`config.mk`:
```
export PLATFORM = sky130hd
export DESIGN_NAME = poly_addsub_ctrl_flat
export DESIGN_NICKNAME = d
export VERILOG_FILES = /design/src/rtl/poly_addsub_ctrl_if.sv /design/src/rtl/poly_addsub_ctrl.sv /design/src/flat_wrapper.sv
export SDC_FILE = /design/constraint.sdc
export NUM_CORES = 1
export LEC_CHECK = 0
export CAP_MARGIN = 40
export CORE_ASPECT_RATIO = 1.75
export CORE_MARGIN = 4
export CORE_UTILIZATION = 52
export DETAILED_ROUTE_END_ITERATION = 8
export PLACE_DENSITY = 0.82
export SYNTH_ARGS = -nofsm -noshare
export SYNTH_HDL_FRONTEND = slang
export SYNTH_HIERARCHICAL = 1
export SYNTH_SLANG_ARGS = --single-unit
export TNS_END_PERCENT = 100
```
`constraint.sdc`:
```
create_clock -name clk -period 6 [get_ports clk]
set_clock_uncertainty 0.15 [all_clocks]
set_input_delay 0.9 -clock clk [delete_from_list [all_inputs] [get_ports clk]]
set_output_delay 0.9 -clock clk [all_outputs]
set_load 0.01 [all_outputs]
```
`src/rtl/poly_addsub_ctrl_if.sv`:
```
// Bus between the polynomial add/sub controller, its sequencer and the coefficient RAMs.
// The slave side is the controller; the master side is whatever drives start/mode and
// hosts the RAMs.
interface poly_addsub_ctrl_if #(
  parameter int AW = 8,
  parameter int DW = 12
);
  logic          start;
  logic          mode;
  logic          busy;
  logic          done;
  logic          rd_en;
  logic [AW-1:0] rd_addr;
  logic [DW-1:0] din_a;
  logic [DW-1:0] din_b;
  logic          wr_en;
  logic [AW-1:0] wr_addr;
  logic [DW-1:0] dout;

  modport master (
    output start, mode, din_a, din_b,
    input  busy, done, rd_en, rd_addr, wr_en, wr_addr, dout
  );

  modport slave (
    input  start, mode, din_a, din_b,
    output busy, done, rd_en, rd_addr, wr_en, wr_addr, dout
  );
endinterface

```
`src/rtl/poly_addsub_ctrl.sv`:
```
// Polynomial add/sub controller: streams a[i], b[i] from the source RAMs, computes
// c[i] = (a[i] +/- b[i]) mod Q through one modular adder and writes c[i] to the
// result RAM. One coefficient per cycle, N coefficients per operation.

// Modular adder: a + b with a single conditional subtract of Q.
// Operands must already be reduced (< Q) for the result to land in [0, Q-1].
module mod_add #(
  parameter int DW = 12,
  parameter int Q  = 3329
) (
  input  logic [DW-1:0] a,
  input  logic [DW-1:0] b,
  output logic [DW-1:0] y
);
  localparam logic [DW:0] QW = (DW+1)'(Q);
  logic [DW:0] sum;
  logic [DW:0] red;

  // Carry-preserving sum, then fold back into range if it reached Q
  always_comb begin
    sum = {1'b0, a} + {1'b0, b};
    red = sum - QW;
    y   = (sum >= QW) ? red[DW-1:0] : sum[DW-1:0];
  end
endmodule

module poly_addsub_ctrl #(
  parameter int N      = 256,
  parameter int AW     = 8,
  parameter int DW     = 12,
  parameter int Q      = 3329,
  parameter int RD_LAT = 1
) (
  input  logic               clk,
  input  logic               reset,
  poly_addsub_ctrl_if.slave  bus
);
  typedef enum logic [1:0] {IDLE, RUN, DRAIN, DONE} state_t;

  localparam logic [AW-1:0] LAST = AW'(N-1);
  localparam logic [DW-1:0] QV   = DW'(Q);

  state_t        state, state_d;
  logic          busy, busy_d;
  logic          done, done_d;
  logic          rd_en, rd_en_d;
  logic [AW-1:0] rd_addr, rd_addr_d;
  logic          mode_q, mode_d;

  // Read-return pipeline: stage i holds the read issued i+1 cycles ago.
  // The last stage lines up with din_a/din_b arriving from the RAMs.
  logic [RD_LAT-1:0]         vld_pipe;
  logic [RD_LAT-1:0][AW-1:0] addr_pipe;

  logic          wr_en;
  logic [AW-1:0] wr_addr;
  logic [DW-1:0] dout;
  logic [DW-1:0] b_op;
  logic [DW-1:0] sum;

  // Subtraction reuses the adder by feeding Q-b; b==0 maps to 0 so the
  // operand stays below Q and the adder's single fold is enough.
  assign b_op = !mode_q ? bus.din_b
              : (bus.din_b == '0) ? '0 : QV - bus.din_b;

  mod_add #(.DW(DW), .Q(Q)) u_add (
    .a (bus.din_a),
    .b (b_op),
    .y (sum)
  );

  // Next-state and next-output decode; outputs are registered below
  always_comb begin
    state_d   = state;
    busy_d    = busy;
    done_d    = 1'b0;
    rd_en_d   = 1'b0;
    rd_addr_d = rd_addr;
    mode_d    = mode_q;
    case (state)
      IDLE: begin
        busy_d    = 1'b0;
        rd_addr_d = '0;
        if (bus.start) begin
          state_d = RUN;
          busy_d  = 1'b1;
          rd_en_d = 1'b1;
          mode_d  = bus.mode;
        end
      end
      RUN: begin
        busy_d = 1'b1;
        if (rd_addr == LAST) begin
          state_d = DRAIN;
        end else begin
          rd_en_d   = 1'b1;
          rd_addr_d = rd_addr + 1'b1;
        end
      end
      DRAIN: begin
        // Leave once the final write is on the bus
        if (wr_en && wr_addr == LAST) begin
          state_d = DONE;
          done_d  = 1'b1;
          busy_d  = 1'b0;
        end
      end
      DONE: begin
        state_d   = IDLE;
        busy_d    = 1'b0;
        rd_addr_d = '0;
      end
      default: begin
        state_d   = IDLE;
        busy_d    = 1'b0;
        rd_addr_d = '0;
      end
    endcase
  end

  // FSM state and registered control outputs
  always_ff @(posedge clk) begin
    if (reset) begin
      state   <= IDLE;
      busy    <= 1'b0;
      done    <= 1'b0;
      rd_en   <= 1'b0;
      rd_addr <= '0;
      mode_q  <= 1'b0;
    end else begin
      state   <= state_d;
      busy    <= busy_d;
      done    <= done_d;
      rd_en   <= rd_en_d;
      rd_addr <= rd_addr_d;
      mode_q  <= mode_d;
    end
  end

  // Valid/address shift register; its tail becomes the result-RAM write
  always_ff @(posedge clk) begin
    if (reset) begin
      vld_pipe  <= '0;
      addr_pipe <= '0;
      wr_en     <= 1'b0;
      wr_addr   <= '0;
      dout      <= '0;
    end else begin
      vld_pipe[0]  <= rd_en;
      addr_pipe[0] <= rd_addr;
      for (int i = 1; i < RD_LAT; i++) begin
        vld_pipe[i]  <= vld_pipe[i-1];
        addr_pipe[i] <= addr_pipe[i-1];
      end
      wr_en   <= vld_pipe[RD_LAT-1];
      wr_addr <= addr_pipe[RD_LAT-1];
      if (vld_pipe[RD_LAT-1]) dout <= sum;
    end
  end

  assign bus.busy    = busy;
  assign bus.done    = done;
  assign bus.rd_en   = rd_en;
  assign bus.rd_addr = rd_addr;
  assign bus.wr_en   = wr_en;
  assign bus.wr_addr = wr_addr;
  assign bus.dout    = dout;
endmodule

```
`src/flat_wrapper.sv`:
```
// flat-port wrapper written by rule: the top's interface ports become plain ports
module poly_addsub_ctrl_flat 
#(
  parameter int N      = 256,
  parameter int AW     = 8,
  parameter int DW     = 12,
  parameter int Q      = 3329,
  parameter int RD_LAT = 1
)
  (clk, reset, bus_start, bus_mode, bus_din_a, bus_din_b, bus_busy, bus_done, bus_rd_en, bus_rd_addr, bus_wr_en, bus_wr_addr, bus_dout);
  poly_addsub_ctrl_if #(.AW(AW), .DW(DW)) bus_i ();
  input  logic clk;
  input  logic reset;
  input wire logic [$bits(bus_i.start)-1:0] bus_start;
  input wire logic [$bits(bus_i.mode)-1:0] bus_mode;
  input wire logic [$bits(bus_i.din_a)-1:0] bus_din_a;
  input wire logic [$bits(bus_i.din_b)-1:0] bus_din_b;
  output wire logic [$bits(bus_i.busy)-1:0] bus_busy;
  output wire logic [$bits(bus_i.done)-1:0] bus_done;
  output wire logic [$bits(bus_i.rd_en)-1:0] bus_rd_en;
  output wire logic [$bits(bus_i.rd_addr)-1:0] bus_rd_addr;
  output wire logic [$bits(bus_i.wr_en)-1:0] bus_wr_en;
  output wire logic [$bits(bus_i.wr_addr)-1:0] bus_wr_addr;
  output wire logic [$bits(bus_i.dout)-1:0] bus_dout;
  assign bus_i.start = bus_start;
  assign bus_i.mode = bus_mode;
  assign bus_i.din_a = bus_din_a;
  assign bus_i.din_b = bus_din_b;
  assign bus_busy = bus_i.busy;
  assign bus_done = bus_i.done;
  assign bus_rd_en = bus_i.rd_en;
  assign bus_rd_addr = bus_i.rd_addr;
  assign bus_wr_en = bus_i.wr_en;
  assign bus_wr_addr = bus_i.wr_addr;
  assign bus_dout = bus_i.dout;
  poly_addsub_ctrl #(.N(N), .AW(AW), .DW(DW), .Q(Q), .RD_LAT(RD_LAT)) u_core (.clk(clk), .reset(reset), .bus(bus_i));
endmodule
```
# Word-level counts from Yosys, hierarchy flattened

Index checks and enable logic that the tools add are counted.

Register bits after elaboration: 44
Input port bits: 28
Output and inout bits: 32
Word-level logic and storage cells: 50

$add $sub $neg: 4
$lt $le $gt $ge: 1
Equal/unequal tests: 9
Muxes and demuxes: 15
Bitwise logic cells: 1
Reductions and logical operators: 9

Operator list:

| operator                                               | number |
|---|---|
| two-way mux 12 bit                                     | 3 |
| equality test 8 bit (second input constant)            | 2 |
| one-hot mux 8 bit (2 select lines)                     | 1 |
| adder 12 x 12 -> 13 bit                                | 1 |
| >= comparator 13 x 12 -> 1 bit (second input constant) | 1 |
| zero test 12 bit                                       | 1 |
| subtractor 12 bit (first input constant)               | 1 |
| subtractor 12 bit (second input constant)              | 1 |
| adder 8 x 1 -> 8 bit (second input constant)           | 1 |
| two-way mux 8 bit                                      | 1 |
| one-hot mux 2 bit (4 select lines)                     | 1 |
| two-way mux 2 bit                                      | 3 |
| equality test 2 bit (second input constant)            | 2 |
| two-way mux 1 bit                                      | 4 |
| inequality test 2 x 1 -> 1 bit (second input constant) | 2 |
| inequality test 2 bit (second input constant)          | 2 |
| one-hot mux 1 bit (4 select lines)                     | 1 |
| AND reduction 2 bit                                    | 2 |
| OR reduction 2 bit                                     | 2 |
| AND reduction 3 bit                                    | 1 |
| equality test 2 x 1 -> 1 bit (second input constant)   | 1 |
| zero test 2 bit                                        | 1 |
| one-hot mux 1 bit (2 select lines)                     | 1 |
| nonzero test 2 bit                                     | 1 |
| other kinds (2)                                        | 2 |

# Longest topological paths before layout

Word-level depth: 6
Gate-level depth with buffers: 18
Depth with buffers taken out: 17

# Hierarchy

The synthesis kept the hierarchy.

By module, submodules not included:

| module           | instances | cells an instance | area an instance (µm²) | seq. area each (µm²) |
|---|---|---|---|---|
| poly_addsub_ctrl | 1         | 211               | 1964.4                 | 880.8 |
| mod_add          | 1         | 133               | 996.0                  | 0.0 |

# Least setup slack after synthesis

No wires, ideal clock.

Path type: input -> register
Start: in bus_din_b[1]
End: reg u_core.dout[1], in the netlist u_core/bus.dout[1]
Setup time: 0.128 ns
Data arrival time: 4.808 ns
Data required time: 5.722 ns
Path slack: 0.914 ns
Stages on the path: 16
Path buffers: 0
Cells stage by stage: or4_4 -> nor4_4 -> and2_1 -> nor2_1 -> ha_1 -> fa_1 -> a211oi_2 -> nor2_1 -> xor2_1 -> or4_4 -> o41a_1 -> o22ai_4 -> nand2_2 -> mux2_4 -> mux2i_1 -> nor2_1

Cells in the longest elaborated chain, start to end: 6
Elaborated cells between the ends (all ways): 8
Classes of those cells: add/sub: 3; order compare: 1; mux: 3; reduce/logical: 1

Ends and longest elaborated chain:

| element                                                                    | line                                           | RTL |
|---|---|---|
| start, declared                                                            | flat_wrapper.sv:17                             | `input wire logic [$bits(bus_i.din_b)-1:0] bus_din_b;` |
| zero test 12 bit (*)                                                       | poly_addsub_ctrl.sv:64                         | `: (bus.din_b == '0) ? '0 : QV - bus.din_b;` |
| two-way mux 12 bit (*)                                                     | poly_addsub_ctrl.sv:64                         |  |
| two-way mux 12 bit (*)                                                     | poly_addsub_ctrl.sv:63                         | `assign b_op = !mode_q ? bus.din_b` |
| via u_core.b_op[0]                                                         | poly_addsub_ctrl.sv:58                         | `logic [DW-1:0] b_op;` |
| adder 12 x 12 -> 13 bit (*)                                                | poly_addsub_ctrl.sv:21                         | `sum = {1'b0, a} + {1'b0, b};` |
| subtractor 12 bit / >= comparator 13 x 12 -> 1 bit (equally long branches) | poly_addsub_ctrl.sv:22, poly_addsub_ctrl.sv:23 |  |
| two-way mux 12 bit (*)                                                     | poly_addsub_ctrl.sv:23                         | `y = (sum >= QW) ? red[DW-1:0] : sum[DW-1:0];` |
| via u_core.sum[1]                                                          | poly_addsub_ctrl.sv:59                         | `logic [DW-1:0] sum;` |
| end signal, assigned                                                       | poly_addsub_ctrl.sv:157                        | `if (vld_pipe[RD_LAT-1]) dout <= sum;` |
| end, declared                                                              | poly_addsub_ctrl.sv:57                         | `logic [DW-1:0] dout;` |

The timed path passes the listed nets; every way through them passes the cells marked *.
A chain may end at the register's enable or synchronous reset.

# Worst setup path after layout

Start: in bus_din_b[8]
End: reg u_core.dout[1], in the netlist u_core/bus.dout[1]

The elaborated chain is that of the path after synthesis.

==> run_results.csv <==
group,metric,value,unit
synthesis,synth_warnings,6,
synthesis,syn_nets,393,
timing,hold-worst-slack,0.288,ns
global_route,antenna_found_initial,0,
global_route,first_global_vias,2783,
pwr,vdd_drop_max,210,uV
synthesis,post-synth-top-area-cell,"sky130_fd_sc_hd__dfxtp_1",
floorplan,placeable_core_region,0.00554,mm2
setup_path,critPathCaptureType,"register",
global_route,busiest_layer,"met2",
timing,timing.final.crit_period,5.41,ns
placed_design,final_weighted_congestion_of_routability_driven_global_placement,0.829,
synthesis,postSynth.asyncResetShare,0,
pwr,cellLeakagePower,1.40,nW
clock_tree,hold_fix_buffer_count_after_cts,0,
setup_path,worstPathCellList,"clkdlybuf4s50_1, or4_1, nor2_1, and2_1, nor2_1, ha_1, fa_1, a211oi_2, nor2_1, xor2_1, or4_4, o41a_1, o22ai_4, nand2_2, mux2_4, mux2i_1, nor2_1",
clock_tree,clk_path_buf_depth,2,
timing,timing_worst_slew_pin_value,0.744,ns
placed_design,dpl.hpwl,5780,um
setup_path,critical_path_rt,6.02,ns
status,run_status,"finished, final reports clean",
clock_tree,cts_resized,0,
global_route,met3_usage,0.0282,
global_route,grt_first_pass_wirelength,12300,um
synthesis,synth-seq-area-share,0.298,
global_route,grt_overflow_total,0,
synthesis,fraction_of_post_synthesis_cell_area_in_the_top_cell_type_by_area,0.298,
clock_tree,cts-buffers-inserted,5,
finish,num_antenna_cells,0,
setup_path,cpMaxStageDelayCell,"sky130_fd_sc_hd__or4_1",
finish,post_layout_utilization_of_the_core,0.674,
synthesis,synth-seq-cells,44,
global_route,pin_count_of_the_biggest_net_entering_global_routing,47,
synthesis,synthesis.area,0.00296,mm2
routing,remaining_drc_errors,0,
flow_run,drv_cap,0,
timing,grt_setup_unrepaired,"false",
clock_tree,clk_root_buffer_cell,"sky130_fd_sc_hd__clkbuf_8",
pwr,cellPowerDensity,300,mW/mm2
synthesis,top_cells_by_area_in_the_synthesized_netlist,"sky130_fd_sc_hd__dfxtp_1 30%, sky130_fd_sc_hd__ha_1 8.5%, sky130_fd_sc_hd__mux2i_1 5.1%",
routing,via_per_inst,5.70,
setup_path,worst_ep_arrival_time,5.43,ns
floorplan,die_width,65.0,um
clock_tree,postCtsSetupBuffers,0,
setup_path,cp_num_buf_inv,1,
synthesis,yosys.cell_types.count,65,
timing,finalMaxSlewViolations,0,
setup_path,delay_of_the_slowest_critical_path_stage,0.53,ns
routing,drt_first_pass_iters,6,
placed_design,detailedPlace.worstSlack,0.291,ns
placed_design,postPlaceCellArea,0.00364,mm2
floorplan,design.die.area,0.00701,mm2
timing,max-slew-margin-rel,0.503,
synthesis,netlist_instances,344,
routing,final_antenna_net_count,0,
clock_tree,tritoncts_num_sinks,44,
finish,fraction_of_layout_instances_using_a_drive_strength_above_1,0.0893,
timing,fin_crit_sh,0.901,
clock_tree,worstSkewPairLatency,0.30,ns
finish,areaGrowthSynthToFinish,26.1,%
clock_tree,clk_transition_reported_paths,0.07,ns
global_route,met2_usage,0.443,
setup_path,cp-start-kind,"primary input",
setup_path,critical_path.most_common_cell,"sky130_fd_sc_hd__nor2_1",
floorplan,floorplan.die.height,108,um
clock_tree,h_tree_lvls,2,
finish,postLayoutCellArea,0.00373,mm2
hold_path,hp-class,"reg -> reg",
finish,num-nets-final,452,
timing,finalHoldViolCount,0,
synthesis,netlist_top_cells_count,"44 x sky130_fd_sc_hd__dfxtp_1, 34 x sky130_fd_sc_hd__nor2_1, 26 x sky130_fd_sc_hd__a21oi_1",
setup_path,critical_path_peak_fanout,8,
clock_tree,tritoncts_clock_tree,"yes",
timing,tns,0,ns
setup_path,timing.setup.critical_path_class,"in -> reg",
routing,via_count,2730,
global_route,global_route_usage_sum,0.224,
synthesis,synth-main-ff-cell,"sky130_fd_sc_hd__dfxtp_1",
timing,timing.final.ws_setup,0.595,ns
synthesis,post-synth-top-count-cell,"sky130_fd_sc_hd__dfxtp_1",
timing,setup_violations,0,
routing,route.final.wire_length,7530,um
routing,drtIter0Drc,218,
global_route,globalRouteMet1Util,0.220,
floorplan,design.portCount,60,
placed_design,buffer_ports.inserted,59,
synthesis,syn_area_per_cell,8.61,um2
synthesis,synth_edf_count,0,
timing,highest_achievable_clock_rate,185,MHz
floorplan,rows,36,
routing,wire_per_inst,15.7,um
floorplan,initial_cell_density_of_the_core,0.534,
setup_path,kind_of_cell_adding_the_most_delay_to_the_critical_path,"simple AND/OR/NAND/NOR gates",
layout by cell type (no fill, tap or decap), drive strengths merged, types with 4 or more instances in the layout:
cell	n
a211oi	7
a21oi	26
and2	4
buf	6
clkbuf	7
clkdlybuf4s50	59
dfxtp	44
ha	20
inv	16
mux2	7
mux2i	15
nand2	18
nand2b	6
nand3	9
nand4	4
nor2	34
nor2b	18
o211ai	6
o21a	8
o21ai	8
or2	6
or4	7
xnor2	10
xor2	12
layer usage:
layer  vias to the layer above  wire length, um
li1                       1359                -
met1                      1247             2830
met2                       104             4080
met3                        20              369
met4                         0              248
met5                         -                0
flip-flops by register name, summed over array words and instances (netlist names):
name and count:
u_core/bus.done 1, u_core/mode_q 1, u_core/bus.rd_addr 8, u_core/addr_pipe 8, u_core/bus.busy 1, u_core/bus.dout 12, u_core/bus.rd_en 1, u_core/bus.wr_addr 8
u_core/state 2, u_core/vld_pipe 1, u_core/bus.wr_en 1
area by class of cell:
cell class | instances | area, um2
flip-flops and latches | 44 | 881
well taps | 76 | 95.1
multi-input cells | 270 | 1960
clock buffers | 7 | 96.3
repair buffers | 65 | 636
fillers | 464 | 1810
inverters | 17 | 63.8
kinds of logic after synthesis:
logic type | synth area share
xor gates and xnor gates | 0.0651
DFF | 0.298
buffers and inverters | 0.0402
adders and majority gates | 0.0913
muxes | 0.0799
and+or+nand+nor | 0.219
AOI/OAI and AO/OA | 0.208
where the power goes:
part / total [mW] / switching (mW) / internal [mW]
clock: 0.195 / 0.0925 / 0.102
sequential: 0.356 / 0.0320 / 0.324
combinational: 0.569 / 0.309 / 0.260
worst reg2reg max path, cell delays in order, from the launching register on:
cell	delay (ns)
sky130_fd_sc_hd__dfxtp_1	0.60
sky130_fd_sc_hd__inv_1	0.16
sky130_fd_sc_hd__a2111oi_1	0.44
sky130_fd_sc_hd__a211o_1	0.17
sky130_fd_sc_hd__ha_1	0.19
sky130_fd_sc_hd__o211ai_1	0.13
sky130_fd_sc_hd__o21a_2	0.23
sky130_fd_sc_hd__xnor2_1	0.15
sky130_fd_sc_hd__or4_4	0.56
sky130_fd_sc_hd__o41a_1	0.42
sky130_fd_sc_hd__o22ai_4	0.27
sky130_fd_sc_hd__nand2_2	0.12
sky130_fd_sc_hd__mux2_4	0.31
sky130_fd_sc_hd__mux2i_1	0.13
sky130_fd_sc_hd__nor2_1	0.05
metrics by stage:
| stage | power, mW | std cells |
|---|---|---|
| after detailed placement | 0.921 | 472 |
| after global routing | 1.20 | 479 |
| after global placement | 0.909 | 472 |
| after floorplan | 0.757 | 344 |
| after CTS | 1.12 | 479 |
| final | 1.12 | 479 |
worst paths after layout:
check,cells past startpoint,from,endpoint,slack (ns)
setup reg to reg,14,u_core/mode_q,u_core/bus.dout[1],1.81
hold reg to reg,1,u_core/addr_pipe[3],u_core/bus.wr_addr[3],0.29
hold / removal,1,u_core/addr_pipe[3],u_core/bus.wr_addr[3],0.29
setup / recovery,17,bus_din_b[8],u_core/bus.dout[1],0.59
(Power assumes the default switching activity.)
